===== src/rtl/dmi_arbiter.sv =====
// dmi_arbiter: shares the debug module's single DMI slave port between the
// JTAG DTM (requester 0) and the on-chip host access path (requester 1).
// One transaction is in flight at a time: IDLE accepts and latches a request,
// ISSUE presents it to the debug module until completion or timeout, and RESP
// returns a one-cycle response strobe to the requester that owns it.
module dmi_arbiter #(
    parameter int ABITS   = 7,
    parameter int TIMEOUT = 255
) (
    input  logic               clk,
    input  logic               rst_n,
    input  logic [1:0]         req_valid,
    input  logic [1:0]         req_write_en,
    input  logic [2*ABITS-1:0] req_addr,
    input  logic [63:0]        req_wdata,
    output logic [1:0]         req_ready,
    output logic [1:0]         req_rvalid,
    output logic [31:0]        req_rdata,
    output logic               req_err,
    output logic               dmi_valid,
    output logic               dmi_write_en,
    output logic [ABITS-1:0]   dmi_addr,
    output logic [31:0]        dmi_wdata,
    input  logic               dmi_ready,
    input  logic [31:0]        dmi_rdata,
    output logic               busy,
    output logic               grant_id
);

    // Last ISSUE cycle index; the abort fires while the counter sits here,
    // so dmi_valid is held for exactly TIMEOUT cycles.
    localparam logic [15:0] LAST_CNT = 16'(TIMEOUT - 1);

    typedef enum logic [1:0] {
        ST_IDLE  = 2'd0,
        ST_ISSUE = 2'd1,
        ST_RESP  = 2'd2
    } state_t;

    state_t            state_reg, state_next;

    // Latched command: the transaction runs from this copy, never from req_*.
    logic              cmd_we_reg;
    logic [ABITS-1:0]  cmd_addr_reg;
    logic [31:0]       cmd_wdata_reg;

    logic              grant_reg;
    logic              rr_last_reg;
    logic [15:0]       cnt_reg;
    logic [31:0]       rdata_reg;
    logic              err_reg;
    logic [1:0]        rvalid_reg;
    logic [1:0]        rvalid_next;

    // Per-requester views of the packed request buses.
    logic [ABITS-1:0]  addr_arr  [2];
    logic [31:0]       wdata_arr [2];
    logic              we_arr    [2];

    logic              any_valid;
    logic              win_id;
    logic              accept;
    logic              capture_ok;
    logic              capture_abort;

    for (genvar gi = 0; gi < 2; gi++) begin : g_req_unpack
        assign addr_arr[gi]  = req_addr[gi*ABITS +: ABITS];
        assign wdata_arr[gi] = req_wdata[gi*32 +: 32];
        assign we_arr[gi]    = req_write_en[gi];
    end

    // Round-robin pick: a lone requester wins outright; on a tie the
    // requester that did not win last time goes first.
    always_comb begin
        any_valid = |req_valid;
        win_id    = 1'b0;
        case (req_valid)
            2'b01:   win_id = 1'b0;
            2'b10:   win_id = 1'b1;
            2'b11:   win_id = ~rr_last_reg;
            default: win_id = 1'b0;
        endcase
    end

    // Next-state and per-cycle strobes of the sequencer.
    always_comb begin
        state_next    = state_reg;
        accept        = 1'b0;
        capture_ok    = 1'b0;
        capture_abort = 1'b0;
        case (state_reg)
            ST_IDLE: begin
                if (any_valid) begin
                    accept     = 1'b1;
                    state_next = ST_ISSUE;
                end
            end
            ST_ISSUE: begin
                // Completion wins over the timeout when both land together.
                if (dmi_ready) begin
                    capture_ok = 1'b1;
                    state_next = ST_RESP;
                end else if (cnt_reg == LAST_CNT) begin
                    capture_abort = 1'b1;
                    state_next    = ST_RESP;
                end
            end
            ST_RESP: begin
                state_next = ST_IDLE;
            end
            default: begin
                state_next = ST_IDLE;
            end
        endcase
    end

    // Accept strobe and next-cycle response strobe, one bit per requester.
    for (genvar gi = 0; gi < 2; gi++) begin : g_req_strobe
        assign req_ready[gi]   = accept & rst_n & (win_id == 1'(gi));
        assign rvalid_next[gi] = (capture_ok | capture_abort) & (grant_reg == 1'(gi));
    end

    // State register; reset abandons any transaction in flight.
    always_ff @(posedge clk) begin
        if (!rst_n) begin
            state_reg <= ST_IDLE;
        end else begin
            state_reg <= state_next;
        end
    end

    // Command, ownership and fairness registers, loaded on acceptance.
    always_ff @(posedge clk) begin
        if (!rst_n) begin
            cmd_we_reg    <= 1'b0;
            cmd_addr_reg  <= '0;
            cmd_wdata_reg <= '0;
            grant_reg     <= 1'b0;
            rr_last_reg   <= 1'b1;
        end else if (accept) begin
            cmd_we_reg    <= we_arr[win_id];
            cmd_addr_reg  <= addr_arr[win_id];
            cmd_wdata_reg <= wdata_arr[win_id];
            grant_reg     <= win_id;
            rr_last_reg   <= win_id;
        end
    end

    // ISSUE-cycle counter; cleared on acceptance, the abort stops it long
    // before it could wrap.
    always_ff @(posedge clk) begin
        if (!rst_n) begin
            cnt_reg <= '0;
        end else if (accept) begin
            cnt_reg <= '0;
        end else if (state_reg == ST_ISSUE) begin
            cnt_reg <= cnt_reg + 16'd1;
        end
    end

    // Response data/error, held until the next completion or abort.
    always_ff @(posedge clk) begin
        if (!rst_n) begin
            rdata_reg <= '0;
            err_reg   <= 1'b0;
        end else if (capture_ok) begin
            rdata_reg <= dmi_rdata;
            err_reg   <= 1'b0;
        end else if (capture_abort) begin
            rdata_reg <= 32'h0;
            err_reg   <= 1'b1;
        end
    end

    // One-cycle response strobe, high only during RESP.
    always_ff @(posedge clk) begin
        if (!rst_n) begin
            rvalid_reg <= 2'b00;
        end else begin
            rvalid_reg <= rvalid_next;
        end
    end

    assign dmi_valid    = (state_reg == ST_ISSUE);
    assign dmi_write_en = cmd_we_reg;
    assign dmi_addr     = cmd_addr_reg;
    assign dmi_wdata    = cmd_wdata_reg;
    assign busy         = (state_reg != ST_IDLE);
    assign grant_id     = grant_reg;
    assign req_rvalid   = rvalid_reg;
    assign req_rdata    = rdata_reg;
    assign req_err      = err_reg;

endmodule


===== config.mk =====
export PLATFORM = sky130hd
export DESIGN_NAME = dmi_arbiter
export DESIGN_NICKNAME = d
export VERILOG_FILES = /design/src/rtl/dmi_arbiter.sv
export SDC_FILE = /design/constraint.sdc
export NUM_CORES = 1
export LEC_CHECK = 0
export CORE_MARGIN = 3
export CORE_UTILIZATION = 35
export CTS_BUF_LIST = sky130_fd_sc_hd__clkbuf_16
export DETAILED_ROUTE_END_ITERATION = 8
export GPL_ROUTABILITY_DRIVEN = 0
export HOLD_SLACK_MARGIN = 0.08
export PLACE_DENSITY = 0.75
export SLEW_MARGIN = 40
export SYNTH_ARGS = -nofsm -noshare
export SYNTH_HDL_FRONTEND = slang
export SYNTH_SLANG_ARGS = --single-unit

===== constraint.sdc =====
create_clock -name clk -period 2.7 [get_ports clk]
set_clock_uncertainty 0.15 [all_clocks]
set_input_delay 0.54 -clock clk [delete_from_list [all_inputs] [get_ports clk]]
set_output_delay 0.54 -clock clk [all_outputs]
set_load 0.01 [all_outputs]

Yosys cells after proc, flatten, opt, wreduce, memory -nomap -nowiden:

Index checks and enable logic that the tools add are counted.

* multiplexer cells: 23
* magnitude comparators: 1
* equality and inequality tests: 6
* reduce and logical (&&, ||, !) cells: 7
* $add $sub $neg: 1
* bitwise operators: 11

Operators with widths (number)
* two-way mux 32 bit: 5
* two-way mux 7 bit: 3
* adder 16 x 1 -> 16 bit (second input constant): 1
* == test 16 x 8 -> 1 bit (second input constant): 1
* two-way mux 1 bit: 10
* two-way mux 2 bit: 3
* OR reduction 2 bit: 3
* bitwise AND 1 bit: 5
* == test 2 bit (second input constant): 2
* NOT 1 bit: 4
* case mux 2 bit (2 select lines): 1
* nonzero test 2 bit: 2
* inequality test 3 x 1 -> 1 bit (second input constant): 1
* == test 2 x 1 -> 1 bit (second input constant): 1
* greater-or-equal comparator 2 bit (second input constant): 1
* zero test 2 bit: 1
* inequality test 2 bit (second input constant): 1
* NOT 1 -> 2 bit: 1
* case mux 1 bit (2 select lines): 1
* AND reduction 2 bit: 1
* OR 1 bit: 1

* bits in registers: 95
* bits of input ports: 117
* logic and storage cells: 59
* output and inout bits: 80

Logic depth before layout (Yosys ltp):

* depth after elaboration: 6
* depth in mapped cells: 7
* depth with buffers taken out: 6

Worst setup path before layout:

Ideal clock, no wire load.

* path type: input -> output
* from: in rst_n
* to: out req_ready[1]
* data arrival time: 1470 ps
* stages on the path: 4
* buffers on the path: 3
* setup slack: 540 ps
* cells stage by stage: clkbuf_1 -> and4_1 -> clkbuf_1 -> clkbuf_1

* word-level cells in the longest chain between the ends: 2

Ends and longest elaborated chain
* from (decl): RTL line 11 `input logic rst_n,`
* bitwise AND 1 bit (2 in a row): RTL line 119 `assign req_ready[gi] = accept & rst_n & (win_id == 1'(gi));`
* to (decl): RTL line 16 `output logic [1:0] req_ready,`

Every way passes these cells.

Worst setup path after layout:

Ends and elaborated chain as after synthesis.

==> impl_metrics.py <==
metrics = {
    "floorplan": {
        "die_area_um2": 11100,
        "core_um2": 9420,
        "io_pins": 197,
        "dieWidth_um": 105,
        "die_h_um": 105,
        "initial_core_util": 0.367,
        "std_cell_rows": 35,
    },
    "clock_tree": {
        "numCtsBuffers": 9,
        "max-clock-path-buffers": 2,
        "clkTransAtPathRegs_ns": 0.07,
        "h-tree-depth": 3,
        "ctsResizeCount": 0,
        "cts_tree": "built",
        "clk_latency_ns": 0.33,
        "postCtsHoldBufs": 0,
        "cts_root_buf": "clkbuf_16",
        "clock_sinks": 95,
        "cts_setup_buffers": 0,
    },
    "drt": {
        "drt_pre_antenna_iters": 9,
        "antenna_left": 0,
        "drcViolationCount": 0,
        "num_vias": 3365,
        "wl_per_cell_um": 16.6,
        "routed_via_density": 5.15,
        "routed_wl_um": 10800,
        "dr.first_iter.drc_count": 282,
    },
    "placement": {
        "pre_cts_ws_ns": 0.0676,
        "io_buffers": 196,
        "dp_hpwl_um": 7990,
        "place_area_um2": 5560,
    },
    "global_route": {
        "grt_first_pass_wirelength_um": 17500,
        "grt_use_total": 0.193,
        "gr-total-overflow": 0,
        "antenna_found_initial": 0,
        "grt_pass1_vias": 3490,
        "grt_max_degree": 43,
    },
    "logic_synthesis": {
        "syn_avg_cell_area_um2": 10.6,
        "seq_area_frac_synth": 0.550,
        "synthCells": 326,
        "yosysTopAreaCellShare": 0.550,
        "synth_nets": 445,
        "syn-cell-area_um2": 3460,
        "async_flop_share": 0,
        "synth-edff-count": 0,
        "ys_warn_count": 0,
        "yosys-top-cells-count": "dfxtp_1, inv_1, a222oi_1",
        "dominantRegCellSynth": "dfxtp_1",
        "ys_ff_latch": 95,
        "synth_most_common_cell": "dfxtp_1",
        "yosysTopAreaCell": "dfxtp_1",
        "synth.top_cells.by_area": "dfxtp_1, a222oi_1, a22o_1",
        "synth.distinct_cells": 43,
    },
    "pwr": {
        "switching_share": 0.259,
        "combPwrFrac": 0.198,
        "p_sw_w": 0.000901,
        "pwr-share-seq": 0.453,
        "peakVddDrop_uv": 297,
        "internal_power_w": 0.00258,
        "clkPwrFrac": 0.349,
        "p_leak_nw": 2.41,
        "powerDensity_nw_per_um2": 595,
    },
    "setup_path": {
        "critical_path.slowest_cell": "clkdlybuf4s50_1",
        "crit_type": "in -> out",
        "startpoint_type": "primary input",
        "cpMostUsedCell": "clkdlybuf4s50_1",
        "path_cells": "clkdlybuf4s50_1 -> and4_1 -> clkdlybuf4s50_1",
        "critical_path_required_ns": 2.01,
        "r2r_cells": 4,
        "crit_fanout": 3,
        "max_stage_delay_ns": 0.60,
        "critical_path_arrival_ns": 1.95,
        "end_kind": "output pin",
    },
    "finish": {
        "finish.net_count": 638,
        "multi_input_area_um2": 1270,
        "fill_cells": 782,
        "diodes": 0,
        "seqCellArea_um2": 1900,
        "drive_gt1_frac": 0.0649,
        "area_growth_pct": 69.2,
        "fin_area_um2": 5850,
    },
    "status": {
        "outcome": "finished, final reports clean",
    },
    "timing": {
        "holdWs_ns": 0.317,
        "finalWorstSetupSlack_ns": 0.0601,
        "tightest_slew_ns": 0.731,
        "finalHoldViolations": 0,
        "timing.final.crit_share": 0.978,
        "rsz0062_at_grt": "no",
        "worst_slew_margin_rel": 0.512,
        "finalMaxSlewViolations": 0,
        "setup_viol": 0,
        "period_minus_slack_ns": 2.64,
        "fmax_mhz": 379,
    },
    "job": {
        "maxCapViolations": 0,
    },
    "hold_path": {
        "hold_class": "reg -> reg",
        "holdPathStages": 1,
    },
}
## layer usage
layer | GRT usage | vias up | wire length [um] | share of wire
li1 | - | 1597 | - | -
met1 | 0.215 | 1587 | 4070 | 0.38
met2 | 0.332 | 167 | 5420 | 0.50
met3 | 0.0814 | 14 | 1120 | 0.10
met4 | 0.0665 | 0 | 199 | 0.018
met5 | 0 | - | 0 | 0
## kinds of logic (layout without fill, tap and decap cells)
family,count (synthesis),in the layout,synth area share
AND/OR/NAND/NOR,60,60,0.0988
XOR/XNOR,12,12,0.0304
AO/OA/AOI/OAI,86,86,0.228
buffers and inverters,71,269,0.0854
flip-flops,95,95,0.550
adder cells (fa/ha/maj),2,2,0.00723
## cell usage in the layout, fill, tap and decap left out, types with 2 or more instances in the layout
cell type	n
a21oi_1	3
a222oi_1	40
a22o_1	30
a22o_2	2
buf_4	10
clkbuf_16	9
clkdlybuf4s50_1	196
clkinv_4	2
clkinvlp_4	2
dfxtp_1	95
ha_1	2
inv_1	46
inv_8	2
nand2_1	9
nand3_1	3
nand3b_1	2
nand4_1	3
nand4b_1	2
nor2_1	18
nor2b_1	3
nor3_1	2
nor4_1	3
o21ai_0	2
or3_1	4
or4_1	2
xnor2_1	7
xor2_1	5
## power groups by stage
stage | Combinational (W) | Clock [W] | Sequential [W]
after floorplan | 0.000206 | 0 | 0.00164
after global placement | 0.000682 | 0 | 0.00160
after detailed placement | 0.000695 | 0 | 0.00161
after CTS | 0.000699 | 0.00126 | 0.00158
after global routing | 0.000744 | 0.00131 | 0.00159
final | 0.000691 | 0.00122 | 0.00158
## cell type report
type,instances,area share
timing repair buffer,207,0.352
sequential,95,0.325
multi-input combinational,160,0.217
clock buffer,9,0.0385
inverter,46,0.0295
tap,129,0.0276
clock inverter,7,0.0109
## stage by stage
| step | utilization | setup TNS, ns | total power (W) | cells |
|---|---|---|---|---|
| 5_1_grt | 0.621 | 0 | 0.00365 | 653 |
| 4_1_cts | 0.621 | 0 | 0.00354 | 653 |
| 2_1_floorplan | - | 0 | 0.00185 | 326 |
| 3_3_place_gp | 0.590 | -2.11 | 0.00229 | 637 |
| 3_5_place_dp | 0.591 | 0 | 0.00230 | 637 |
| 6_report | 0.621 | 0 | 0.00348 | 653 |
## worst max-delay path: cells and delay by family
family	cells	cell delay, ns
buffers and inverters	2	1.15
and+or+nand+nor	1	0.26
## worst paths after layout
| kind | from | endpoint | slack, ns |
|---|---|---|---|
| worst max-delay path | rst_n | req_ready[1] | 0.06 |
| worst min register to register | grant_id | req_rvalid[0] | 0.32 |
| worst max register to register | state_reg[0] | req_rdata[0] | 0.53 |
| worst min-delay path | grant_id | req_rvalid[0] | 0.32 |
Power figures use the tool's default switching activity.
==> variant 1: new RTL, same flow settings <==
Make the reset (`rst_n`) asynchronous in 5 clocked blocks.
--- a/src/rtl/dmi_arbiter.sv
+++ b/src/rtl/dmi_arbiter.sv
@@ -121,7 +121,7 @@
     end
 
     // State register; reset abandons any transaction in flight.
-    always_ff @(posedge clk) begin
+    always_ff @(posedge clk or negedge rst_n) begin
         if (!rst_n) begin
             state_reg <= ST_IDLE;
         end else begin
@@ -130,7 +130,7 @@
     end
 
     // Command, ownership and fairness registers, loaded on acceptance.
-    always_ff @(posedge clk) begin
+    always_ff @(posedge clk or negedge rst_n) begin
         if (!rst_n) begin
             cmd_we_reg    <= 1'b0;
             cmd_addr_reg  <= '0;
@@ -148,7 +148,7 @@
 
     // ISSUE-cycle counter; cleared on acceptance, the abort stops it long
     // before it could wrap.
-    always_ff @(posedge clk) begin
+    always_ff @(posedge clk or negedge rst_n) begin
         if (!rst_n) begin
             cnt_reg <= '0;
         end else if (accept) begin
@@ -159,7 +159,7 @@
     end
 
     // Response data/error, held until the next completion or abort.
-    always_ff @(posedge clk) begin
+    always_ff @(posedge clk or negedge rst_n) begin
         if (!rst_n) begin
             rdata_reg <= '0;
             err_reg   <= 1'b0;
@@ -173,7 +173,7 @@
     end
 
     // One-cycle response strobe, high only during RESP.
-    always_ff @(posedge clk) begin
+    always_ff @(posedge clk or negedge rst_n) begin
         if (!rst_n) begin
             rvalid_reg <= 2'b00;
         end else begin
Behaviour: differs if rst_n is asserted again (counterexample within 4 cycles, from zero or initial values and one cycle with rst_n low); with rst_n held inactive, the same outputs for 10 cycles.
==> variant 1 against the unedited design <==
First-iteration DRC count decreased by 1.1%; cell area grew 11%; wire length rose by 4.6%; worst setup slack gained 0.18 ns; sequential cell count unchanged; synthesized area increased by 19%; sequential share of layout area increased by 4.1 points; core utilization shrank 4.0 points; final cell count increased by 6.4%; global-route usage decreased by 1.9 points; non-clock buffer count decreased by 2; critical path type is now reg -> out; critical endpoint is now dmi_valid.
Power is not compared: it rests on default switching activity, and its combinational part moved more than twofold at a synthesized area within 25%.
==> variant 1: results (changes against the unedited design) <==
multi_input_area_share: 0.241  # was 0.217
finalHoldWorstSlack_ns: 0.142  # was 0.317 ns
num-nets-final: 669  # was 638
n_all_buffers: 205  # was 207
crit_path_max_fanout: 12  # was 3
antenna_found_initial: 0  # unchanged
grtUsageTotal: 0.175  # was 0.193
r2r_slack_ns: 0.62  # was 0.53 ns
r2r-end: "req_rdata[18]"  # was req_rdata[0]
seq_cell_count: 95  # unchanged
relSlewSlack: 0.587  # was 0.512
arrival_ns: 1.77  # was 1.95 ns
dr_wl_met2_um: 5380  # was 5420 um
synthFlopType: "dfrtp_1"  # was dfxtp_1
wl_met3_um: 899  # was 1120 um
synthTopCellsByCount: "dfrtp_1, nand2_1, mux2i_1"  # was dfxtp_1, inv_1, a222oi_1
seq_share: 0.366  # was 0.325
crit_start: "state_reg[1]"  # was rst_n
status: "finished clean"  # unchanged
ys_top_cells_by_area: "dfrtp_1, mux2i_1, a22o_1"  # was dfxtp_1, a222oi_1, a22o_1
grt_pass1_wl_um: 18100  # was 17,500 um
use_met1: 0.221  # was 0.215
drive_gt1_frac: 0.0685  # was 0.0649
wire_per_inst_um: 16.3  # was 16.6 um
grt_max_degree: 63  # was 43
critPathCapture: "dmi_valid"  # was req_ready[1]
clkCellAreaFrac: 0.0483  # was 0.0494
met2_usage: 0.290  # was 0.332
syn_nets: 477  # was 445
wl_met1_um: 4850  # was 4070 um
ys_async_sr_fraction: 1.00  # was 0
fillers: 961  # was 782
via_count: 3460  # was 3,365
cts_resized: 2  # was 0
worstHoldPathType: "in -> async"  # was reg -> reg
ys_types: 35  # was 43
drt_first_iter_violations: 279  # was 282
met3_usage: 0.0513  # was 0.0814
-- variant 1: cell types whose count changed in the layout (fill, tap and decap cells not counted), sizes merged, moves of 41 or more --
cell and delta:
dfrtp +94, nand2 +45, dfxtp -95, inv -41, mux2i +44, o21ai +48
-- variant 1: kinds of logic after synthesis --
logic type / after synthesis / synth area share
flip-flops: 95 / 0.579
adder cells (fa/ha/maj): 2 / 0.00609
AND/OR/NAND/NOR: 91 / 0.104
XOR/XNOR: 1 / 0.00213
multiplexers: 45 / 0.110
AO/OA/AOI/OAI: 94 / 0.155
buffers and inverters: 30 / 0.0435
-- variant 1: power by group --
group / switching, mW / internal, mW
sequential: 0.337 / 2.01
combinational: 1.26 / 1.57
clock: 0.575 / 0.741
total: 2.18 / 4.32
-- variant 1: metrics by stage --
stage	cells	instance area, sq um
global route	695	6500
floorplan	358	4110
CTS	695	6490
global placement	679	6180
detailed placement	679	6180
finish	695	6500
==> variant 2: new RTL, same flow settings <==
Without the edit above. The parameter `ABITS` goes from 7 to 9.
--- a/src/rtl/dmi_arbiter.sv
+++ b/src/rtl/dmi_arbiter.sv
@@ -4,7 +4,7 @@
 // ISSUE presents it to the debug module until completion or timeout, and RESP
 // returns a one-cycle response strobe to the requester that owns it.
 module dmi_arbiter #(
-    parameter int ABITS   = 7,
+    parameter int ABITS   = 9,
     parameter int TIMEOUT = 255
 ) (
     input  logic               clk,
Interface: changed (resized dmi_addr and req_addr); port bits go from 197 to 203. The function was not compared with the original's and may differ.
==> variant 2 against the unedited design <==
Worst setup slack better by 0.16 ns; power up 0.40%; register-to-register slack worse by 0.03 ns; synthesized area up 2.5%; wire length up 4.1%; cell area up 2.5%; sequential cell count up 2; largest power group unchanged; highest routed layer unchanged.
==> variant 2: results (changes against the unedited design) <==
syn_nets: 455  # was 445
n_all_buffers: 212  # was 207
grt_pass1_vias: 3553  # was 3,490
use_met1: 0.213  # was 0.215
buf_share: 0.353  # was 0.352
met2_usage: 0.334  # was 0.332
status: "finished clean"  # unchanged
clock_latency_ns: 0.34
worstHoldPathType: "reg -> reg"  # unchanged
avgViaCountPerCell: 5.15  # about the same
drtPass1Iterations: 7  # was 9
cts_buffer_depth: 2  # unchanged
crit_start: "rst_n"  # unchanged
arrival_ns: 1.79  # was 1.95 ns
grt_max_degree: 44  # was 43
nClkBuffers: 9  # unchanged
slowest_delay_ns: 0.48  # was 0.60 ns
setup_viol: 0  # unchanged
multi_input_cells: 164  # was 160
inverters: 48  # was 46
met3_usage: 0.0993  # was 0.0814
ys_types: 41  # was 43
fillers: 870  # was 782
r2r-start: "cnt_reg[2]"  # was state_reg[0]
ir_worst_vdd_uv: 366  # was 297 uV
num-nets-final: 655  # was 638
antenna-diode-count: 0  # unchanged
seq_cell_count: 97  # was 95
htreeDepth: 3  # unchanged
antenna_found_initial: 0  # unchanged
p_clk_frac: 0.333  # was 0.349
drt_first_iter_violations: 319  # was 282
relSlewSlack: 0.697  # was 0.512
ys_warn_count: 0  # unchanged
ys_top_cells_by_area: "dfxtp_1, a222oi_1, a22o_1"  # unchanged
totalWireLength_um: 11300  # was 10,800 um
drive_gt1_frac: 0.0615  # was 0.0649
port-buffer-count: 202  # was 196
cpMaxStageDelayCell: "clkdlybuf4s50_1"  # unchanged
p_leak_nw: 2.48  # was 2.41 nW
wire_per_inst_um: 16.8  # was 16.6 um
clkTransAtPathRegs_ns: 0.07  # about the same
syn_avg_cell_area_sq_um: 10.7  # was 10.6 sq um
multi_input_area_sq_um: 1320  # was 1270 sq um
power_frac_comb: 0.206  # was 0.198
seq_area_sq_um: 1940  # was 1900 sq um
clkCellAreaFrac: 0.0453  # was 0.0494
seq_area_frac_synth: 0.548  # was 0.550
grtUsageTotal: 0.196  # was 0.193
p_switching_uw: 888  # was 901 uW
pre_cts_ws_ns: -0.0771  # was 0.0676 ns
clockRootBuffer: "clkbuf_16"  # unchanged
dp_cells: 653  # was 637
synthTopCellsByCount: "dfxtp_1, inv_1, a222oi_1"  # unchanged
grt_pass1_wl_um: 17700  # was 17,500 um
hpwl_um: 8290  # was 7990 um
dominant_cells: "non-clock buffers"  # unchanged
crit_path_max_fanout: 2  # was 3
min_from: "dmi_wdata[12]"  # was grant_id
-- variant 2: cell types whose count changed in the layout (fill, tap and decap cells not counted), moves of 2 or more --
cell             delta
a222oi_1            +2
buf_4               -2
nor2_1              -2
a21oi_1             +3
inv_8               -2
xor2_1              -2
nor3_1              +2
clkdlybuf4s50_1     +4
dfxtp_1             +2
inv_1               +3
nand2_1             -2
-- variant 2: worst paths after layout --
kind                        end  slack (ns)  cells past startpoint
hold reg to reg   dmi_wdata[12]        0.32                      2
hold / removal    dmi_wdata[12]        0.32                      2
setup / recovery   req_ready[1]        0.22                      4
setup reg to reg   req_rdata[0]        0.50                      5
-- variant 2: kinds of logic (layout without fill, tap and decap cells) --
kind of cell,after synthesis,after routing,synth area share
buffers and inverters,71,276,0.0833
XOR/XNOR,10,10,0.0247
flip-flops,97,97,0.548
adder cells (fa/ha/maj),2,2,0.00706
AND/OR/NAND/NOR,58,58,0.0942
AO/OA/AOI/OAI,94,94,0.243
-- variant 2: timing repair --
item,4_1_cts,5_1_grt
gates resized for setup,1,1
buffers inserted,0,0
endpoints found under the setup margin,1,1
pin swaps,0,0
-- variant 2: metal layers --
metal  share of wire  wire, um
met5               0         0
met1            0.37      4140
met4           0.013       150
met3            0.11      1270
met2            0.51      5690
-- variant 2: stage by stage --
step	total power [mW]	hold slack [ns]	cell area, sq um
3_5_place_dp	2.36	0.300	5710
6_report	3.50	0.321	6000
3_3_place_gp	2.34	0.291	5700
2_1_floorplan	1.90	0.293	3540
5_1_grt	3.65	0.346	6000
4_1_cts	3.54	0.323	5980
-- variant 2: critical path: cells and delay by family --
family	cells	cell delay, ns
buffers and inverters	3	0.90
AO/OA/AOI/OAI	1	0.34
